## config.mk

```make
export PLATFORM = sky130hd
export DESIGN_NAME = dm_load_unit
export DESIGN_NICKNAME = d
export VERILOG_FILES = /design/src/rtl/dm_load_unit.sv
export SDC_FILE = /design/constraint.sdc
export NUM_CORES = 1
export LEC_CHECK = 0
export ABC_AREA = 1
export ABC_CLOCK_PERIOD_IN_PS = 4600
export BUFFER_PORTS_ARGS = -buffer_cell sky130_fd_sc_hd__buf_2
export CORE_ASPECT_RATIO = 0.8
export CORE_UTILIZATION = 48
export CTS_BUF_LIST = sky130_fd_sc_hd__clkbuf_4
export CTS_CLUSTER_SIZE = 30
export DETAILED_ROUTE_END_ITERATION = 8
export PLACE_DENSITY_LB_ADDON = 0.1
export SLEW_MARGIN = 25
export SYNTH_ARGS = -nofsm -noshare
export SYNTH_HDL_FRONTEND = slang
export SYNTH_SLANG_ARGS = --single-unit
```

## constraint.sdc

```tcl
create_clock -name clk -period 4.6 [get_ports clk]
set_clock_uncertainty 0.15 [all_clocks]
set_input_delay 0.92 -clock clk [delete_from_list [all_inputs] [get_ports clk]]
set_output_delay 0.92 -clock clk [all_outputs]
set_load 0.01 [all_outputs]
```

## src/rtl/dm_load_unit.sv

```systemverilog
// Load-side data-memory initiator: issues a word read over req/ack, extracts and extends lb/lbu/lh/lhu/lw results.
// Optional simulation trace of completions and exceptions when DM_LOAD_TRACE_EN is defined.
module dm_load_unit #(
    parameter int unsigned AW      = 12,
    parameter int unsigned TIMEOUT = 16
) (
    input  logic          clk,
    input  logic          reset,
    input  logic          ld_valid,
    input  logic [5:0]    opcode,
    input  logic [31:0]   addr,
    input  logic [31:0]   pc,
    output logic          stall,
    output logic          mem_req,
    output logic [AW-1:0] mem_addr,
    input  logic          mem_ack,
    input  logic [31:0]   mem_rdata,
    output logic [31:0]   ld_data,
    output logic          ld_done,
    output logic          exc,
    output logic [1:0]    exc_code,
    output logic [31:0]   exc_pc
);

    localparam int unsigned CW = (TIMEOUT > 1) ? $clog2(TIMEOUT) : 1;

    localparam logic [1:0] EXC_MISALIGN = 2'b01;
    localparam logic [1:0] EXC_TIMEOUT  = 2'b10;

    typedef enum logic [1:0] {S_IDLE, S_REQ, S_DONE, S_ERR} state_t;

    state_t          r_state, w_state_nx;
    logic            r_stall, w_stall_nx;
    logic            r_mem_req, w_mem_req_nx;
    logic [AW-1:0]   r_mem_addr, w_mem_addr_nx;
    logic [31:0]     r_ld_data, w_ld_data_nx;
    logic            r_ld_done, w_ld_done_nx;
    logic            r_exc, w_exc_nx;
    logic [1:0]      r_exc_code, w_exc_code_nx;
    logic [31:0]     r_exc_pc, w_exc_pc_nx;
    logic [CW-1:0]   r_cnt, w_cnt_nx;
    logic [2:0]      r_op, w_op_nx;        // {unsigned, size[1:0]}
    logic [1:0]      r_b, w_b_nx;
    logic [31:0]     r_pc, w_pc_nx;

    logic            w_op_valid;
    logic            w_misaligned;
    logic [31:0]     w_extracted;

    always_comb begin
        case (opcode)
            6'b100000, 6'b100100, 6'b100001, 6'b100101, 6'b100011: w_op_valid = 1'b1;
            default:                                                 w_op_valid = 1'b0;
        endcase
    end

    always_comb begin
        w_misaligned = 1'b0;
        if (opcode[1:0] == 2'b01 && addr[0])
            w_misaligned = 1'b1;
        else if (opcode[1:0] == 2'b11 && addr[1:0] != 2'b00)
            w_misaligned = 1'b1;
    end

    // Byte/half lane select by the latched low address bits, then sign or zero extension.
    always_comb begin
        logic [7:0]  v_byte;
        logic [15:0] v_half;
        case (r_b)
            2'd0:    v_byte = mem_rdata[7:0];
            2'd1:    v_byte = mem_rdata[15:8];
            2'd2:    v_byte = mem_rdata[23:16];
            default: v_byte = mem_rdata[31:24];
        endcase
        v_half = r_b[1] ? mem_rdata[31:16] : mem_rdata[15:0];
        case (r_op[1:0])
            2'b00:   w_extracted = r_op[2] ? {24'd0, v_byte} : {{24{v_byte[7]}}, v_byte};
            2'b01:   w_extracted = r_op[2] ? {16'd0, v_half} : {{16{v_half[15]}}, v_half};
            default: w_extracted = mem_rdata;
        endcase
    end

    always_ff @(posedge clk or posedge reset) begin
        if (reset) begin
            r_state    <= S_IDLE;
            r_stall    <= 1'b0;
            r_mem_req  <= 1'b0;
            r_mem_addr <= '0;
            r_ld_data  <= '0;
            r_ld_done  <= 1'b0;
            r_exc      <= 1'b0;
            r_exc_code <= 2'b00;
            r_exc_pc   <= '0;
            r_cnt      <= '0;
            r_op       <= '0;
            r_b        <= '0;
            r_pc       <= '0;
        end else begin
            r_state    <= w_state_nx;
            r_stall    <= w_stall_nx;
            r_mem_req  <= w_mem_req_nx;
            r_mem_addr <= w_mem_addr_nx;
            r_ld_data  <= w_ld_data_nx;
            r_ld_done  <= w_ld_done_nx;
            r_exc      <= w_exc_nx;
            r_exc_code <= w_exc_code_nx;
            r_exc_pc   <= w_exc_pc_nx;
            r_cnt      <= w_cnt_nx;
            r_op       <= w_op_nx;
            r_b        <= w_b_nx;
            r_pc       <= w_pc_nx;
        end
    end

    // Next-state and next-output logic; all outputs are registered from these values.
    always_comb begin
        w_state_nx    = r_state;
        w_stall_nx    = r_stall;
        w_mem_req_nx  = r_mem_req;
        w_mem_addr_nx = r_mem_addr;
        w_ld_data_nx  = r_ld_data;
        w_ld_done_nx  = 1'b0;
        w_exc_nx      = 1'b0;
        w_exc_code_nx = r_exc_code;
        w_exc_pc_nx   = r_exc_pc;
        w_cnt_nx      = r_cnt;
        w_op_nx       = r_op;
        w_b_nx        = r_b;
        w_pc_nx       = r_pc;

        case (r_state)
            S_IDLE: begin
                if (ld_valid && w_op_valid) begin
                    w_op_nx    = {opcode[2], opcode[1:0]};
                    w_b_nx     = addr[1:0];
                    w_pc_nx    = pc;
                    w_stall_nx = 1'b1;
                    if (w_misaligned) begin
                        w_state_nx    = S_ERR;
                        w_exc_nx      = 1'b1;
                        w_exc_code_nx = EXC_MISALIGN;
                        w_exc_pc_nx   = pc;
                    end else begin
                        w_state_nx    = S_REQ;
                        w_mem_req_nx  = 1'b1;
                        w_mem_addr_nx = addr[AW+1:2];
                        w_cnt_nx      = '0;
                    end
                end
            end
            S_REQ: begin
                // Ack takes priority over an expiring counter.
                if (mem_ack) begin
                    w_ld_data_nx = w_extracted;
                    w_mem_req_nx = 1'b0;
                    w_ld_done_nx = 1'b1;
                    w_state_nx   = S_DONE;
                end else if (r_cnt == CW'(TIMEOUT - 1)) begin
                    w_mem_req_nx  = 1'b0;
                    w_exc_nx      = 1'b1;
                    w_exc_code_nx = EXC_TIMEOUT;
                    w_exc_pc_nx   = r_pc;
                    w_state_nx    = S_ERR;
                end else begin
                    w_cnt_nx = r_cnt + CW'(1);
                end
            end
            S_DONE: begin
                w_stall_nx = 1'b0;
                w_state_nx = S_IDLE;
            end
            default: begin
                w_stall_nx = 1'b0;
                w_state_nx = S_IDLE;
            end
        endcase
    end

    assign stall    = r_stall;
    assign mem_req  = r_mem_req;
    assign mem_addr = r_mem_addr;
    assign ld_data  = r_ld_data;
    assign ld_done  = r_ld_done;
    assign exc      = r_exc;
    assign exc_code = r_exc_code;
    assign exc_pc   = r_exc_pc;

`ifdef DM_LOAD_TRACE_EN
    // The pipeline holds addr until stall falls, so it is still valid in the ld_done cycle.
    always_ff @(posedge clk) begin
        if (r_ld_done)
            $display("%d@%h: %h <= *%h", $time, r_pc, r_ld_data, {addr[31:2], 2'b00});
        if (r_exc)
            $display("%d@%h: load exception code %b", $time, r_exc_pc, r_exc_code);
    end
`else
    logic w_unused;
    assign w_unused = ^{addr[31:AW+2]};
`endif

endmodule

```

Yosys cells after proc, flatten, opt, wreduce, memory -nomap -nowiden
Cells that the tools add are included.
- bits in writable memories: 0
- memories: 0
- bits of input ports: 106
- memory bits (read-only): 0
- latch bits: 0
- word-level logic and storage cells: 94
- register bits after elaboration: 125
- output and inout port bits: 82
- add/sub/neg operators: 1
- order comparisons: 0
- $mul: 0
- shifts and indexed selects: 0
- div/mod/pow operators: 0
- reductions and logical operators: 17
- mux-type cells: 42
- equal/unequal tests: 19
- bitwise logic cells: 2
- operator list (operator ; count):
    two-way mux 32 bit ; 6
    case mux 32 bit (2 select lines) ; 2
    == test 6 bit (second input constant) ; 5
    case mux 8 bit (3 select lines) ; 1
    two-way mux 16 bit ; 1
    two-way mux 2 bit ; 8
    two-way mux 4 bit ; 4
    two-way mux 1 bit ; 14
    inequality test 2 bit (second input constant) ; 6
    AND reduction 5 bit ; 2
    == test 2 x 1 -> 1 bit (second input constant) ; 4
    case mux 2 bit (2 select lines) ; 2
    case mux 4 bit (2 select lines) ; 1
    AND reduction 2 bit ; 4
    logical NOT 2 bit ; 3
    case mux 1 bit (2 select lines) ; 3
    OR reduction 5 bit ; 1
    adder 4 x 1 -> 4 bit (second input constant) ; 1
    == test 2 bit (second input constant) ; 2
    == test 4 bit (second input constant) ; 1
    AND reduction 4 bit ; 1
    nonzero test 2 bit ; 2
    logical AND 1 bit ; 3
    inequality test 3 bit (second input constant) ; 1
    other kinds (2) ; 3

Longest topological paths before layout
- depth after elaboration: 7
- gate-level depth with buffers: 10

Least setup slack after synthesis
Ideal clock, no wire load.
- path type: input to register
- start: in opcode[3]
- end: reg r_pc[9]
- setup slack: 2.649 ns
- setup time: 0.120 ns
- arrival time: 1.681 ns
- required time: 4.330 ns
- cell stages on the path: 10
- cells stage by stage: inv_1 > nand2_1 > nor2_1 > nand2_1 > inv_2 > nand2_2 > buf_6 > buf_6 > nor2_1 > a21oi_1
- cells in the longest elaborated chain, start to end: 5
- RTL lines (item ; RTL line ; RTL):
    from (decl) ; 10 ; input logic [5:0] opcode,
    == test 6 bit ; 51 ; case (opcode)
    OR reduction 5 bit (*) ; 51 ;
    two-way mux 1 bit (*) ; 51 ;
    logical AND 1 bit (*) ; 133 ; if (ld_valid && w_op_valid) begin
    AND reduction 2 bit (no source line) (*) ; -- ;
    to (signal assigned) ; 111 ; r_pc <= w_pc_nx;
    to (decl) ; 44 ; logic [31:0] r_pc, w_pc_nx;
Every way passes the cells marked *; elsewhere a longest branch is shown, timed or not.
A chain may end at the register's enable or synchronous reset.

Worst setup path after layout
- start: reg r_cnt[0]
- end: reg r_exc_code[0] (netlist: exc_code[0])
- cells in the longest elaborated chain, start to end: 3
- RTL lines (item ; RTL line ; RTL):
    from (decl) ; 41 ; logic [CW-1:0] r_cnt, w_cnt_nx;
    from (signal assigned) ; 108 ; r_cnt <= w_cnt_nx;
    == test 4 bit ; 158 ; end else if (r_cnt == CW'(TIMEOUT - 1)) begin
    inequality test 2 bit (no source line) ; -- ;
    AND reduction 5 bit (no source line) ; -- ;
    to (signal assigned) ; 106 ; r_exc_code <= w_exc_code_nx;
    to (decl) ; 39 ; logic [1:0] r_exc_code, w_exc_code_nx;
Every way passes these cells.

==> run_results.csv <==
group,metric,value,unit
status,status,"completed",
timing,grt_setup_unrepaired,"no",
global_routing,antenna_found_initial,3,
detailed_routing,wire_per_inst,14.0,um
setup_path,cp_slowest_cell,"o21bai_4",
hold_path,hp-class,"flop to flop",
logic_synthesis,yosys_warnings,0,
timing,fin_crit,2580,ps
placement,numPortBuffers,169,
final_layout,final_cell_mix,"nand2_1, buf_2, dfrtp_1",
timing,finalHoldViolCount,0,
floorplan,initial_core_util,50.2,%
clocking,clockBufferDepth,2,
setup_path,arrival,2870,ps
logic_synthesis,ys_seq_elements,125,
floorplan,die_area,13400,um^2
floorplan,core,12400,um^2
floorplan,num_io_pins,188,
setup_path,crit_type,"flop to flop",
setup_path,crit_fanout,35,
detailed_routing,vias,5634,
logic_synthesis,syn_nets,891,
clocking,cts_setup_buffers,0,
logic_synthesis,synth_cell_type_count,32,
floorplan,rows,36,
detailed_routing,drtAntennaViolNets,0,
clocking,cts_resized,0,
timing,setup_violations,0,
placement,placed_area,7000,um^2
final_layout,drive_gt1_share,25.1,%
logic_synthesis,seq_area_frac_synth,50.3,%
detailed_routing,finalWirelength,15600,um
clocking,ctsHoldBuffers,0,
final_layout,final_cell_area,7270,um^2
detailed_routing,drc,0,
floorplan,die_w,129,um
power,p_leak,4.07,nW
global_routing,grt_overflow,0,
clocking,clkLatencyLatePin,530,ps
power,power_density,641,nW/um^2
final_layout,fin_nets,1033,
logic_synthesis,syn_area_per_cell,7.94,um^2
detailed_routing,drt_pre_antenna_iters,5,
global_routing,first_global_vias,5220,
logic_synthesis,yosys.area.top_type,"dfrtp_1",
clocking,numCtsBuffers,17,
timing,timing.fmax,387,MHz
power,ir_drop,0.276,mV
timing,fin_crit_sh,56.1,%
clocking,path_clk_slew,90,ps
setup_path,path_cells,"ha_1 > nand3_2 > o21bai_4 > nand3_4 > a21boi_0",
setup_path,cp.required,4890,ps
setup_path,r2r_cells,5,
detailed_routing,drt_iter0_drc,412,
placement,place_hpwl,10600,um
final_layout,final_common_cell,"nand2_1",
final_layout,syn_to_final_growth,16.8,%
logic_synthesis,synthTopCellsByArea,"dfrtp_1, nand2_1, a21oi_1, inv_1, nand3_1",
clocking,cts_max_level,4,
logic_synthesis,post-synth-top-area-fraction,50.3,%
run,cap_violations,0,
timing,slew_headroom,37.4,%
global_routing,grt_max_degree,72,
detailed_routing,viasPerCell,5.07,
timing,setup_tns,0,ps
setup_path,slowest_delay,750,ps
timing,timing_max_transition_violations_final,0,
setup_path,cp-start-kind,"flop",
clocking,cts_tree,"built",
logic_synthesis,synth_area,6220,um^2
placement,place_congestion,0.912,
clocking,clock-root-buffer,"clkbuf_4",
hold_path,hold_depth,2,
global_routing,grt_pass1_wl,25600,um
logic_synthesis,synth_cells,784,
global_routing,track_usage,24.4,%
clocking,clock-sinks,125,
setup_path,endpoint_kind,"flop",
floorplan,die_h,104,um
timing,worst_pin_slew,936,ps
kinds of logic after synthesis:
group,share of synthesized area [%]
and+or+nand+nor,27.6
buffers and inverters,9.97
AOI/OAI and AO/OA,11.7
DFF,50.3
adders and majority gates,0.201
xor gates and xnor gates,0.282
power by group:
part           leakage [nW]  total [mW]  internal (mW)  switching [mW]
Sequential             1.47        1.88           1.58           0.303
Combinational          2.45        2.05          0.740            1.31
Clock                 0.145       0.733          0.334           0.399
Total                  4.07        4.66           2.65            2.01
per-layer routing:
layer | track usage, % | up-vias | wire [um]
met4 | 9.33 | 0 | 384
li1 | - | 2802 | -
met1 | 35.3 | 2626 | 7530
met2 | 34.3 | 178 | 6650
met5 | 0 | - | 0
met3 | 6.92 | 28 | 1020
through the flow:
step	hold slack (ps)	total power, mW	setup slack [ps]	util [%]	instances
floorplan	318	3.33	202	-	784
global placement	299	3.87	1570	56.5	1078
detailed placement	303	3.95	1560	56.5	1078
CTS	330	4.69	2040	58.6	1109
global route	345	5.06	1810	58.7	1112
finish	326	4.66	2020	58.7	1112
critical path, delay by kind of cell, from the launching register on:
kind | cells | cell delay (ps)
and+or+nand+nor | 2 | 640
adders and majority gates | 1 | 250
DFF | 1 | 400
AOI/OAI and AO/OA | 2 | 1050
cells in the mapped netlist, drive strengths merged:
library cell	n
o21bai	1
xor2	1
nand2	245
xnor2	1
or2	18
a21boi	3
clkbuf	14
dfrtp	125
o211ai	7
a21oi	75
nand3	48
nor2	47
o21ai	49
o21a	1
buf	34
inv	81
nand4	33
ha	1
area by class of cell:
type | count | area [um^2]
Antenna cell | 3 | 7.51
Inverter | 81 | 307
Clock buffer | 21 | 158
Fill cell | 1190 | 5120
Tap cell | 171 | 214
Timing Repair Buffer | 171 | 873
Clock inverter | 10 | 98.8
Multi-Input combinational cell | 530 | 2480
Sequential cell | 125 | 3130
path summary, 6_finish.rpt:
kind	from	endpoint	slack [ps]
min reg2reg	exc_pc[1]$_DFFE_PP0P_	exc_pc[1]$_DFFE_PP0P_	330
max reg2reg	r_cnt[0]$_DFFE_PP0P_	exc_code[0]$_DFFE_PP0P_	2020
min	exc_pc[1]$_DFFE_PP0P_	exc_pc[1]$_DFFE_PP0P_	330
max	r_cnt[0]$_DFFE_PP0P_	exc_code[0]$_DFFE_PP0P_	2020
min in group asynchronous	reset	r_pc[0]$_DFFE_PP0P_	380
max in group asynchronous	reset	r_op[1]$_DFFE_PP0P_	3100
sequential cells by signal, indices dropped and copies added, names as in the netlist:
signal / flops
exc: 1
exc_code: 2
exc_pc: 32
ld_data: 32
ld_done: 1
mem_addr: 12
mem_req: 1
r_b: 2
r_cnt: 4
r_op: 3
r_pc: 32
r_state: 2
stall: 1
Note: power is estimated with default switching activity, not from simulation.
